`src/rtl/mem_read_seq.sv`:
```
// Skewed read-address sequencer for the N banks of one systolic operand.
// Walks bank addresses 0..DEPTH-1 num_pass times; bank k sees each beat k cycles after bank 0.
// Optional feature: define MEM_READ_SEQ_PERF_EN to add the stall_cycles counter port.
module mem_read_seq #(
  parameter int unsigned D_W    = 8,
  parameter int unsigned N      = 3,
  parameter int unsigned M      = 6,
  parameter int unsigned PASS_W = 8,
  localparam int unsigned DEPTH = (M * M) / N,
  localparam int unsigned AW    = (DEPTH > 1) ? $clog2(DEPTH) : 1
) (
  input  logic              clk,
  input  logic              rst_n,
  input  logic              start,
  input  logic [PASS_W-1:0] num_pass,
  input  logic              stall,
  output logic [AW-1:0]     rd_addr_bram [N-1:0],
  output logic [N-1:0]      rd_en_bram,
  output logic              busy,
`ifdef MEM_READ_SEQ_PERF_EN
  output logic [31:0]       stall_cycles,
`endif
  output logic              done
);

  localparam int unsigned CW = (N > 1) ? $clog2(N + 1) : 1;

  // Elaboration-time parameter sanity checks.
  if (D_W == 0) begin : g_bad_dw
    $error("D_W must be >= 1");
  end
  if (N == 0 || ((M * M) % N) != 0) begin : g_bad_n
    $error("N must be >= 1 and divide M*M");
  end

  typedef enum logic [1:0] {StIdle, StIssue, StDrain} state_e;

  state_e            state_q, state_d;
  logic [AW-1:0]     addr_q, addr_d;
  logic [PASS_W-1:0] pass_q, pass_d;
  logic [PASS_W-1:0] np_q, np_d;
  logic [CW-1:0]     drain_q, drain_d;
  logic              busy_d, done_d;
  logic              issue, last;
  logic [AW-1:0]     cur_addr;
  logic [PASS_W-1:0] cur_pass, cur_np;

  // Next-state: the start cycle itself issues beat 0 so bank 0 fires one cycle after start.
  // Drain spans the bank-0 output cycle plus the N-1 skew stages.
  always_comb begin
    state_d  = state_q;
    addr_d   = addr_q;
    pass_d   = pass_q;
    np_d     = np_q;
    drain_d  = drain_q;
    done_d   = 1'b0;
    issue    = 1'b0;
    cur_addr = addr_q;
    cur_pass = pass_q;
    cur_np   = np_q;
    unique case (state_q)
      StIdle: begin
        if (start) begin
          if (num_pass != '0) begin
            issue    = 1'b1;
            cur_addr = '0;
            cur_pass = '0;
            cur_np   = num_pass;
            np_d     = num_pass;
          end else begin
            done_d = 1'b1;
          end
        end
      end
      StIssue: issue = !stall;
      StDrain: begin
        if (drain_q == CW'(N - 1)) begin
          state_d = StIdle;
          done_d  = 1'b1;
        end else begin
          drain_d = drain_q + 1'b1;
        end
      end
      default: state_d = StIdle;
    endcase

    last = issue && (cur_addr == AW'(DEPTH - 1)) &&
           (({1'b0, cur_pass} + 1'b1) == {1'b0, cur_np});

    if (issue) begin
      if (cur_addr == AW'(DEPTH - 1)) begin
        addr_d = '0;
        pass_d = cur_pass + 1'b1;
      end else begin
        addr_d = cur_addr + 1'b1;
        pass_d = cur_pass;
      end
      state_d = last ? StDrain : StIssue;
      if (last) drain_d = '0;
    end

    busy_d = (state_d != StIdle);
  end

  // Control state and status flops.
  always_ff @(posedge clk or negedge rst_n) begin
    if (!rst_n) begin
      state_q <= StIdle;
      addr_q  <= '0;
      pass_q  <= '0;
      np_q    <= '0;
      drain_q <= '0;
      busy    <= 1'b0;
      done    <= 1'b0;
    end else begin
      state_q <= state_d;
      addr_q  <= addr_d;
      pass_q  <= pass_d;
      np_q    <= np_d;
      drain_q <= drain_d;
      busy    <= busy_d;
      done    <= done_d;
    end
  end

  // Bank 0 registered issue, then one skew stage per bank; addresses hold on empty slots.
  always_ff @(posedge clk or negedge rst_n) begin
    if (!rst_n) begin
      rd_en_bram <= '0;
      for (int k = 0; k < N; k++) rd_addr_bram[k] <= '0;
    end else begin
      rd_en_bram[0] <= issue;
      if (issue) rd_addr_bram[0] <= cur_addr;
      for (int k = 1; k < N; k++) begin
        rd_en_bram[k] <= rd_en_bram[k-1];
        if (rd_en_bram[k-1]) rd_addr_bram[k] <= rd_addr_bram[k-1];
      end
    end
  end

`ifdef MEM_READ_SEQ_PERF_EN
  // Stall counter: cleared on start in idle, saturating count of stalled issue cycles.
  always_ff @(posedge clk or negedge rst_n) begin
    if (!rst_n) begin
      stall_cycles <= '0;
    end else if (state_q == StIdle && start) begin
      stall_cycles <= '0;
    end else if (state_q == StIssue && stall && stall_cycles != 32'hFFFF_FFFF) begin
      stall_cycles <= stall_cycles + 32'd1;
    end
  end
`endif

endmodule

```
`config.mk`:
```
export PLATFORM = sky130hd
export DESIGN_NAME = mem_read_seq
export DESIGN_NICKNAME = d
export VERILOG_FILES = /design/src/rtl/mem_read_seq.sv
export SDC_FILE = /design/constraint.sdc
export NUM_CORES = 1
export LEC_CHECK = 0
export ABC_AREA = 1
export CAP_MARGIN = 20
export CORE_AREA = 2 2 70 72
export CTS_BUF_LIST = sky130_fd_sc_hd__clkbuf_16
export DETAILED_ROUTE_END_ITERATION = 7
export DIE_AREA = 0 0 72 74
export HOLD_SLACK_MARGIN = 0.1
export PLACE_DENSITY_LB_ADDON = 0.3
export RECOVER_POWER = 50
export SYNTH_ARGS = -nofsm -noshare
export SYNTH_HDL_FRONTEND = slang
export SYNTH_SLANG_ARGS = --single-unit
export TNS_END_PERCENT = 100
```
`constraint.sdc`:
```
create_clock -name clk -period 1.9 [get_ports clk]
set_input_delay 0.38 -clock clk [delete_from_list [all_inputs] [get_ports clk]]
set_output_delay 0.38 -clock clk [all_outputs]
set_load 0.1 [all_outputs]
```
==> impl_results.md, run 1 <==
* Status: finished with violations
* Failing checks: negative setup slack
* CP required at 2080 ps
* Maximum vdd drop at 614 uV
* Yosys Warn Count at 0
* Power Dens Cells at 1480 nW/um2
* # diodes at 0
* Yosys cell types at 30
* Syn_nets at 295
* Cts hold-fix bufs at 0
* Fin Setup TNS at -2090 ps
* First-pass GRT wire length at 9450 um
* Top Ports at 29
* Fin nets at 396
* Vias per inst at 5.00
* Seq/Total Area, Yosys at 47.4%
* Root buffer cell: clkbuf_16
* DIE WIDTH at 72 um
* Area of the die at 5330 um2
* Synth Cell Area at 2170 um2
* Element type at the critical path end: flip-flop
* Post-synth top cells: 82 x nand2_1, 45 x inv_1, 41 x dfrtp_1
* Die Span Y at 74 um
* Vias at 2174
* Overall Global Routing Usage at 23.1%
* FP Rows at 25
* CP startpoint kind: flip-flop
* Share of layout cells above drive strength 1 at 41.5%
* Fillers at 320
* Tcrit/Tclk final at 115%
* Critical path data arrival time at 2370 ps
* Final min period at 2190 ps
* Initial Util at 47.1%
* Count leader, synth: nand2_1
* Area grow syn2layout at 56.2%
* CP Max Fanout at 6
* Clock sink count at 41
* WL/cell at 13.9 um
* Gr ovfl total at 0
* Class of the worst hold path: in -> async
* Longest Clk Path Bufs at 2
* Port-buffer cells at 28
* Worst-Skew Late Latency at 290 ps
* Skew final at 4.86 ps
* Fin. Hold Viols at 0
* H-tree levels at 2
* Ys async rst share at 100%
* Synth top area share at 47.4%
* Clock transition at path regs at 60 ps
* Core area at 4600 um2
* Pre-antenna DRT Iters at 4
* GP Congestion at 0.889
* RSZ-0062 raised after global routing: yes
* Fmax at 457 MHz
* Largest net degree at the start of global routing at 42
* Tightest Pin Transition at 1030 ps
* Yosys top cell by area: dfrtp_1
* DR iter-0 viols at 131
* Slack of the critical path at -289 ps
* CTS tree: yes
* Mapped Avg Cell Area at 7.76 um2
* Fin. max-slew vios at 0
* # DRC at 0
* LEAKAGE at 1.71 nW
* WL final at 6040 um
* Final setup fails at 13
* Gate count of the mapped netlist at 279
* Final ANT Viol Nets at 0
* Initial antenna violation count at 0
* Synth area leaders: dfrtp_1 47%, nand2_1 14%, inv_1 7.8%
* Relative slew slack at 31.6%
* Number of flops mapped to enable cells by yosys at 0
* Post-layout power at 5.02 mW
* Total CTS buffers at 5
* Setup CP Type: reg -> reg
* Vias in the first global route at 2157
* Hpwl dp at 3810 um
* Max Cap Viol at 0
* Top FF cell, synth: dfrtp_1
* Yosys reg bits at 41
==> report_power, final <==
group          internal [mW]  leakage [nW]  switching, mW  total [mW]
registers               1.12         0.506          0.198        1.32
clock network          0.758        0.0944          0.368        1.13
logic                  0.997          1.11           1.59        2.58
total                   2.87          1.71           2.15        5.02
==> logic make-up after synthesis <==
family / Yosys count / synth area share [%]
flops: 41 / 47.4
xor+xnor: 3 / 1.21
simple gates: 146 / 30.6
compound gates: 34 / 9.19
fa+ha+maj: 4 / 2.31
buf+inv: 51 / 9.36
==> what timing repair did <==
item / 4_1_cts / 5_1_grt
buffers inserted: 16 / 10
setup endpoints to repair: 20 / 15
hold endpoints to repair: 0 / 0
resized for setup: 31 / 36
pin swaps: 21 / 19
==> final cells by class <==
cell class | instances | area [um2] | share of cell area, %
tap | 54 | 67.6 | 2.00
multi-input combinational | 187 | 1100 | 32.4
timing repair buffer | 97 | 808 | 23.9
clock buffer | 5 | 125 | 3.70
sequential | 41 | 1030 | 30.3
clock inverter | 3 | 68.8 | 2.03
inverter | 48 | 190 | 5.62
==> through the flow <==
step	hold WS [ps]	area [um2]	setup WS (ps)	std cells	util [%]
2_1_floorplan	84.4	2230	-231	279	-
3_3_place_gp	476	2930	-715	404	63.7
3_5_place_dp	477	2930	-805	404	63.7
4_1_cts	177	3290	-223	427	71.6
5_1_grt	455	3380	-411	435	73.6
6_report	348	3380	-289	435	73.6
==> layout by cell type, fill, tap and decap left out, types with 7 or more instances in the layout <==
master    synthesis  final
inv_1            45     39
nor2_1           26     15
nand2_2           5     14
clkbuf_2          0      9
a21oi_1           7      7
buf_6             1      7
o21ai_0          14     12
nor2_2            3     11
buf_4             1     72
dfrtp_1          41     41
nand2_1          82     72
nand3_1          19     15
==> routing by layer <==
| metal | GRT usage [%] | vias up | wire [um] |
|---|---|---|---|
| met2 | 41.9 | 59 | 3240 |
| met5 | 0 | - | 0 |
| met4 | 11.3 | 0 | 151 |
| met3 | 4.34 | 14 | 236 |
| met1 | 26.2 | 1029 | 2420 |
| li1 | - | 1072 | - |
==> worst paths after layout <==
check / startpoint / endpoint / slack (ps) / cells past startpoint
max in group asynchronous: rst_n / busy / 920 / 2
setup / recovery: state_q[1] / state_q[0] / -290 / 17
setup reg to reg: state_q[1] / state_q[0] / -290 / 17
min in group clk: num_pass[0] / np_q[0] / 430 / 3
hold reg to reg: np_q[0] / np_q[0] / 520 / 2
hold / removal: rst_n / rd_addr_bram[2] / 350 / 2
==> flip-flops by register name, indices dropped and copies added, names as in the netlist <==
name / count
drain_q: 2
state_q: 2
addr_q: 4
pass_q: 8
busy: 1
rd_addr_bram: 12
rd_en_bram: 3
done: 1
np_q: 8
==> worst max-delay path: stages, from the launching register on <==
cell	delay, ps
dfrtp_1	370
inv_2	60
nand2_2	60
nor2_4	170
o21ai_4	140
nand2_4	100
inv_4	40
ha_4	170
o21bai_4	180
buf_6	120
nand3_2	60
nand2_2	50
nor2_2	120
nand2_1	80
nor2_2	110
nand3_2	120
nand2_1	80
inv_1	50
Note: power is estimated with default switching activity, not from simulation.
==> inputs of run 2 (changes only) <==
--- a/config.mk
+++ b/config.mk
@@ -7,10 +7,10 @@
 export LEC_CHECK = 0
 export ABC_AREA = 1
 export CAP_MARGIN = 20
-export CORE_AREA = 2 2 70 72
+export CORE_AREA = 2 2 73 75
 export CTS_BUF_LIST = sky130_fd_sc_hd__clkbuf_16
 export DETAILED_ROUTE_END_ITERATION = 7
-export DIE_AREA = 0 0 72 74
+export DIE_AREA = 0 0 75 77
 export HOLD_SLACK_MARGIN = 0.1
 export PLACE_DENSITY_LB_ADDON = 0.3
 export RECOVER_POWER = 50
==> run 2 against run 1 <==
Against the previous run:
- the flow still finishes with violations (negative setup slack)
- combinational power about the same
- critical path depth grew 1
- die area up 8.4%
- design area grew 4.0%
- first-iteration DRC count grew 26%
- critical path type unchanged
- critical endpoint is now drain_q[0]
==> impl_results.md, run 2 (synthesis results as in run 1) <==
* Tcrit/Tclk final at 118% (+2.9 points)
* Overall Global Routing Usage at 20.0% (-3.1 points)
* Power Dens Cells at 1370 nW/um2 (-7.5%)
* Vias per inst at 4.92 (-1.6%)
* Largest register by flop count: rd_addr_bram
* Core area at 4980 um2 (+8.2%)
* Hold Crit Depth at 4
* Class of the worst hold path: in -> reg
* Area grow syn2layout at 62.5%
* Largest stage delay on the critical path at 370 ps (about the same)
* Initial antenna violation count at 0 (unchanged)
* Crit path buf inv count at 4 (unchanged)
* H-tree levels at 2 (unchanged)
* Placed cells at 425 (+5.2%)
* Largest net degree at the start of global routing at 23 (-45%)
* Cell area after layout at 3520 um2 (+4.0%)
* Critical path data arrival time at 2420 ps (+50 ps)
* Clock transition at path regs at 60 ps (about the same)
* CP startpoint kind: flip-flop
* Fin. Hold Viols at 0 (unchanged)
* Worst-Skew Late Latency at 280 ps (about the same)
* Commonest non-fill, non-tap cell in the layout: buf_4
* Final setup fails at 13 (unchanged)
* # DRC at 0 (unchanged)
* Finished Layout Cells at 453 (+4.1%)
* Pre-antenna DRT Iters at 5 (+1)
* First-pass GRT wire length at 8960 um (-5.1%)
* Cell family with most CP delay: simple AND/OR/NAND/NOR gates
* Seq pwr share at 27.6% (+1.4 points)
* FP Rows at 26 (+4.0%)
* Fin. max-slew vios at 0 (unchanged)
* Gr ovfl total at 0 (unchanged)
* CTS tree: yes
* Fillers at 364 (+14%)
* WL/cell at 13.8 um (-0.36%)
* Fmax at 446 MHz (-2.4%)
* Longest Clk Path Bufs at 2 (unchanged)
* Port-buffer cells at 28 (unchanged)
* Share of power burned in the clock network at 19.7% (-2.7 points)
* Maximum vdd drop at 799 uV (+30%)
* # diodes at 0 (unchanged)
* Most frequent cells in the layout: 71 x buf_4, 68 x nand2_1, 41 x dfrtp_1
* LEAKAGE at 1.73 nW (+1.2%)
* Top Ports at 29 (unchanged)
* Hold_ws at 497 ps (+148 ps)
* CP Max Fanout at 5 (-1)
* DIE WIDTH at 75 um (+4.2%)
* Clock sink count at 41 (unchanged)
* DR iter-0 viols at 165 (+26%)
* CP Cell Sequence: inv_2 -> nand2_2 -> nor2_4 -> o21ai_4 -> nand2_2 -> inv_2 -> ha_4 -> buf_4 -> nand2_4 -> nand2_2 -> nand2_2 -> nand2_2 -> nor2_4 -> nand2_2 -> nor2_2 -> nand3_2 -> nand2_1 -> inv_1
* Most used cell, CP: nand2_2
* Post-layout power at 4.84 mW (-3.7%)
* Comb pwr share at 52.7% (+1.3 points)
* Final ANT Viol Nets at 0 (unchanged)
* Slack of the critical path at -344 ps (-54.9 ps)
* Post-DP Area at 3000 um2 (+2.4%)
* Final core utilization at 70.7% (-2.9 points)
* Skew final at 4.04 ps (-0.819 ps)
* Die Span Y at 77 um (+4.1%)
* Failing checks: negative setup slack
* Placement Setup Slack at -728 ps (+77.6 ps)
* Share of layout cells above drive strength 1 at 44.9% (+3.4 points)
* RSZ-0062 raised after global routing: yes
* Hpwl dp at 3690 um (-3.2%)
* Vias in the first global route at 2016 (-6.5%)
* Setup CP Type: reg -> reg
* Int Power at 2.68 mW (-6.6%)
* Status: finished with violations
* Total CTS buffers at 5 (unchanged)
* Worst path slowest cell: dfrtp_1
* Final min period at 2240 ps (+54.9 ps)
* Largest regs: rd_addr_bram (12), np_q (8), pass_q (8)
* Area of the multi-input gates at 1190 um2 (+8.4%)
* Initial Util at 43.5% (-3.6 points)
* Element type at the critical path end: flip-flop
* Fin Setup TNS at -2070 ps (+25.7 ps)
* CP required at 2080 ps (about the same)
* Sw frac at 44.6% (+1.7 points)
* Area of the die at 5780 um2 (+8.4%)
* Largest register FFs at 12 (unchanged)
* Stages on worst setup path at 18 (+1)
* Root buffer cell: clkbuf_16
* Sw power at 2.15 mW (+0.17%)
* Fin nets at 398 (+0.51%)
* Tightest Pin Transition at 1090 ps (+64.2 ps)
* Vias at 2228 (+2.5%)
* WL final at 6270 um (+3.8%)
* GP Congestion at 0.831 (-6.6%)
* Relative slew slack at 27.4% (-4.3 points)
* FF/Latch Area at 1030 um2 (unchanged)
* Max Cap Viol at 0 (unchanged)
* Worst r2r path cells at 18 (+1)
[run 2: path summary, 6_finish.rpt]
| path | startpoint | to | slack, ps |
|---|---|---|---|
| max in group asynchronous | rst_n | pass_q[5] | 200 |
| setup reg to reg | state_q[1] | drain_q[0] | -340 |
| min in group asynchronous | rst_n | addr_q[2] | 820 |
| hold / removal | num_pass[0] | np_q[0] | 500 |
| hold reg to reg | rd_addr_bram[8] | rd_addr_bram[8] | 520 |
| setup / recovery | state_q[1] | drain_q[0] | -340 |
[run 2: power by group through the flow]
| stage | logic [mW] | clock network (mW) | registers, mW |
|---|---|---|---|
| after floorplan | 0.677 | 0 | 2.02 |
| after global placement | 2.16 | 0 | 1.31 |
| after detailed placement | 2.18 | 0 | 1.32 |
| after CTS | 2.28 | 0.960 | 1.31 |
| after global routing | 2.70 | 1.01 | 1.36 |
| final | 2.55 | 0.951 | 1.33 |
[run 2: timing repair]
item,in CTS,in global routing
pin swaps,25,24
buffers inserted,9,12
hold buffers,1,0
setup endpoints to repair,16,15
endpoints found under the hold margin,21,0
gates resized for setup,24,75
[run 2: worst reg2reg max path, cell delays in order (launching register included)]
cell	delay (ps)
dfrtp_1	370
inv_2	60
nand2_2	50
nor2_4	170
o21ai_4	150
nand2_2	100
inv_2	60
ha_4	180
buf_4	150
nand2_4	90
nand2_2	90
nand2_2	80
nand2_2	60
nor2_4	110
nand2_2	70
nor2_2	110
nand3_2	120
nand2_1	90
inv_1	30
[run 2: cell type report]
cell class                      count  share of cell area, %
Clock buffer                        5                   3.55
Clock inverter                      3                   1.17
Inverter                           48                   5.55
Multi-Input combinational cell    187                   33.8
Sequential cell                    41                   29.2
Tap cell                           70                   2.49
Timing Repair Buffer               99                   24.3
[run 2: layer usage]
layer / GRT usage [%] / wire, um
met4: 8.93 / 289
met1: 26.0 / 2410
met5: 0 / 0
met2: 31.8 / 3110
met3: 3.68 / 453
